### src/rtl/sipo_frame_rx.sv
// Serial frame receiver: start bit (1), DATA_W data bits LSB first, optional even parity, stop bit (0).
// Optional parity checking is enabled by defining SIPO_FRAME_RX_PARITY_CHECK_EN.
module sipo_frame_rx #(
  parameter int DATA_W = 8
) (
  input  logic              clk,
  input  logic              rst,
  input  logic              data_in,
  output logic [DATA_W-1:0] data_out,
  output logic              valid,
  output logic              frame_err,
`ifdef SIPO_FRAME_RX_PARITY_CHECK_EN
  output logic              parity_err,
`endif
  output logic              busy
);

  localparam int CNT_W = (DATA_W > 1) ? $clog2(DATA_W) : 1;
  localparam logic [CNT_W-1:0] LAST_BIT = CNT_W'(DATA_W - 1);

`ifdef SIPO_FRAME_RX_PARITY_CHECK_EN
  typedef enum logic [1:0] {IDLE, DATA, PARITY, STOP} state_t;
`else
  typedef enum logic [1:0] {IDLE, DATA, STOP} state_t;
`endif

  state_t            state;
  logic [DATA_W-1:0] shift_reg;
  logic [CNT_W-1:0]  cnt;
  logic              par_mismatch;

`ifdef SIPO_FRAME_RX_PARITY_CHECK_EN
  logic par_bad;
  assign par_mismatch = par_bad;
`else
  assign par_mismatch = 1'b0;
`endif

  // A stop bit of 1 is never reused as a start bit: STOP always returns to IDLE.
  always_ff @(posedge clk) begin
    if (rst) begin
      state     <= IDLE;
      shift_reg <= '0;
      cnt       <= '0;
      data_out  <= '0;
      valid     <= 1'b0;
      frame_err <= 1'b0;
      busy      <= 1'b0;
`ifdef SIPO_FRAME_RX_PARITY_CHECK_EN
      par_bad    <= 1'b0;
      parity_err <= 1'b0;
`endif
    end else begin
      valid     <= 1'b0;
      frame_err <= 1'b0;
`ifdef SIPO_FRAME_RX_PARITY_CHECK_EN
      parity_err <= 1'b0;
`endif
      case (state)
        IDLE: begin
          if (data_in) begin
            state <= DATA;
            cnt   <= '0;
            busy  <= 1'b1;
          end
        end
        DATA: begin
          shift_reg[cnt] <= data_in;
          if (cnt == LAST_BIT) begin
`ifdef SIPO_FRAME_RX_PARITY_CHECK_EN
            state <= PARITY;
`else
            state <= STOP;
`endif
          end else begin
            cnt <= cnt + 1'b1;
          end
        end
`ifdef SIPO_FRAME_RX_PARITY_CHECK_EN
        PARITY: begin
          par_bad <= (data_in != (^shift_reg));
          state   <= STOP;
        end
`endif
        STOP: begin
          state <= IDLE;
          busy  <= 1'b0;
          if (data_in)
            frame_err <= 1'b1;
`ifdef SIPO_FRAME_RX_PARITY_CHECK_EN
          if (par_bad)
            parity_err <= 1'b1;
          par_bad <= 1'b0;
`endif
          if (!data_in && !par_mismatch) begin
            data_out <= shift_reg;
            valid    <= 1'b1;
          end
        end
        default: begin
          state <= IDLE;
          busy  <= 1'b0;
        end
      endcase
    end
  end

endmodule

### config.mk
export PLATFORM = sky130hd
export DESIGN_NAME = sipo_frame_rx
export DESIGN_NICKNAME = d
export VERILOG_FILES = /design/src/rtl/sipo_frame_rx.sv
export SDC_FILE = /design/constraint.sdc
export NUM_CORES = 1
export LEC_CHECK = 0
export BUFFER_PORTS_ARGS = -buffer_cell sky130_fd_sc_hd__buf_2
export CORE_ASPECT_RATIO = 1.1
export CORE_MARGIN = 3
export CORE_UTILIZATION = 35
export CTS_CLUSTER_DIAMETER = 40
export DETAILED_ROUTE_END_ITERATION = 16
export MAX_ROUTING_LAYER = met4
export REMOVE_ABC_BUFFERS = 1
export SLEW_MARGIN = 20
export SYNTH_ARGS = -nofsm -noshare
export SYNTH_HDL_FRONTEND = slang
export SYNTH_SLANG_ARGS = --single-unit
export TNS_END_PERCENT = 10
### constraint.sdc
create_clock -name clk -period 1.21 [get_ports clk]
set_input_delay 0.1815 -clock clk [delete_from_list [all_inputs] [get_ports clk]]
set_output_delay 0.1815 -clock clk [all_outputs]
set_load 0.005 [all_outputs]
==> summary.txt <==
Status: completed
Area leader, netlist: dfxtp_1
Yosys reg bits: 24
Synth top area share: 0.478
Fmax: 857 MHz
Power Density: 1040 nW/µm²
Final Hold Fails: 0
CTS Sinks: 24
Register area share after synthesis: 0.478
I/O pin cnt: 14
Req. time, crit path: 1.42 ns
Final critical-path share of the clock period: 0.964
Share of cells above drive strength 1: 0.292
Initial DRT Pass Iterations: 4
Port buffer count: 13
Ant diodes: 0
Final setup TNS: 0 ns
Synth Instances: 100
Clock Pin Slew Worst Setup and Hold Paths: 0.12 ns
Clk_lat worst skew: 0.31 ns
Min Tclk post-route: 1.17 ns
Critical path's slowest cell: dfxtp_1
Worst min path class: in2reg
Crit start category: flop
Final nets: 127
Reg2Reg Depth: 4
Core footprint: 2620 µm²
Hold path cells: 2
Width of the die: 57.1 µm
DR iter-0 viols: 3
CP top delay family: flip-flops
Final Max Tran Viols: 0
Gpl congestion: 0.737
Netlist Area Pre-Place: 1000 µm²
Post-Route WL: 1.81 mm
Slew headroom: 0.832
RSZ-0062 raised after global routing: true
H-tree levels: 1
Final setup violation count: 0
CP Data Arrival Time: 1.38 ns
Routed WL per cell: 12.0 µm
Synth area leaders: dfxtp_1 48%, mux2i_1 16%, nand2b_1 4.4%
CTS Hold Buffers Added: 0
First-pass GRT wire length: 3.04 mm
HPWL after DPL: 1.20 mm
Crit path depth: 4
Detailed-route DRC error count: 0
Max Cap Viol: 0
Vias/cell: 4.98
CTS tree: done
Area Growth Syn to Fin: 18.8%
Crit path max fanout: 5
CP Class: reg2reg
Distinct cells, synth: 25
Max incr delay on CP: 0.38 ns
Antenna viol nets, final: 0
CTS max path bufs: 2
Avg Synthesized Cell Area: 10.0 µm²
Vias: 752
Initial core utilization: 0.384
Vias in the first global route: 714
Setup WS pre-CTS: -0.0378 ns
Total gr overflow: 0
Die H: 62.2 µm
GRT Util Overall: 0.107
FP Rows: 19
Clk_skew: 0.00287 ns
Setup WS post-layout: 0.0437 ns
Critical Path End Type: flop
Root Buffer: clkbuf_4
Synth warnings: 0
CP Cell Sequence: nor3b_4 > buf_4 > mux2i_1 > nor2_1
Slew @ Worst Pin: 0.251 ns
Num CTS Buffers: 3
Initial antenna violation count: 0
Largest net degree at the start of global routing: 14
Leak: 0.522 nW
Max VDD drop: 0.00101 V
Die area: 3550 µm²
Buf/Inv on CP: 1
-- stage by stage --
| stage | hold slack, ns | cell area, µm² | std cells | total power [W] | utilization |
|---|---|---|---|---|---|
| 6_report | 0.187 | 1190 | 151 | 0.00124 | 0.456 |
| 5_1_grt | 0.196 | 1190 | 151 | 0.00129 | 0.456 |
| 4_1_cts | 0.182 | 1160 | 150 | 0.00125 | 0.445 |
| 3_5_place_dp | 0.467 | 1140 | 147 | 0.000914 | 0.435 |
| 3_3_place_gp | 0.466 | 1140 | 147 | 0.000913 | 0.435 |
| 2_1_floorplan | 0.251 | 966 | 94 | 0.000873 | - |
-- metal layers --
metal,part of all wire,up-vias,track usage
li1,-,383,-
met1,0.48,350,0.122
met2,0.47,17,0.177
met3,0.050,2,0.0373
met4,0.0066,0,0.0261
met5,0,-,-
-- synthesized netlist by cell type (all sizes together) --
cell type  count
inv            1
mux2i         16
o21ai          3
nand2          5
and4bb         1
nand3          7
and3b          1
nand2b         7
a31oi          3
nand3b         3
clkbuf         1
buf            5
or2b           2
dfxtp         24
a21oi          1
nor2b          2
nor4b          1
nor2          11
nor3b          2
nor3           2
ha             2
-- power by group --
part	switching, W	internal, W	leakage [nW]
Clock	0.000223	0.000116	0.0138
Sequential	0.00000901	0.000802	0.194
Combinational	0.0000466	0.0000423	0.313
Total	0.000279	0.000961	0.522
-- cells in the final DEF (no fill, tap or decap), drive strengths merged --
| cell type | netlist | routed |
|---|---|---|
| dfxtp | 24 | 24 |
| buf | 5 | 23 |
| mux2i | 16 | 16 |
| nor2 | 11 | 11 |
| nand3 | 7 | 7 |
| nand2b | 7 | 7 |
| nand2 | 5 | 5 |
| nand3b | 3 | 3 |
| o21ai | 3 | 3 |
| a31oi | 3 | 3 |
| clkbuf | 1 | 3 |
| nor3b | 2 | 2 |
| nor2b | 2 | 2 |
| nor3 | 2 | 2 |
| or2b | 2 | 2 |
| ha | 2 | 2 |
| nor4b | 1 | 1 |
| and3b | 1 | 1 |
| and4bb | 1 | 1 |
| inv | 1 | 1 |
| a21oi | 1 | 1 |
-- cell families after synthesis --
logic type,synth area share
AO/OA/AOI/OAI,0.0386
adder cells (fa/ha/maj),0.0249
buffers and inverters,0.0423
flip-flops,0.478
multiplexers,0.159
AND/OR/NAND/NOR,0.257
-- final timing paths --
| kind | startpoint | slack [ns] | endpoint |
|---|---|---|---|
| worst max-delay path | state[1] | 0.04 | data_out[7] |
| worst min-delay path | rst | 0.19 | data_out[2] |
| worst max register to register | state[1] | 0.04 | data_out[7] |
| worst min register to register | shift_reg[0] | 0.48 | shift_reg[0] |
-- layout make-up --
cell class                      instances  area, µm²
Timing Repair Buffer                   23        138
Clock buffer                            3       22.5
Fill cell                             266       1420
Sequential cell                        24        482
Multi-Input combinational cell         69        509
Tap cell                               31       38.8
Inverter                                1       3.75
-- timing repair --
item,in CTS,in global routing
setup endpoints to repair,3,15
pin swaps,1,0
resized for setup,2,6
cloned,0,1
setup buffers,0,0
Power figures use the tool's default switching activity.
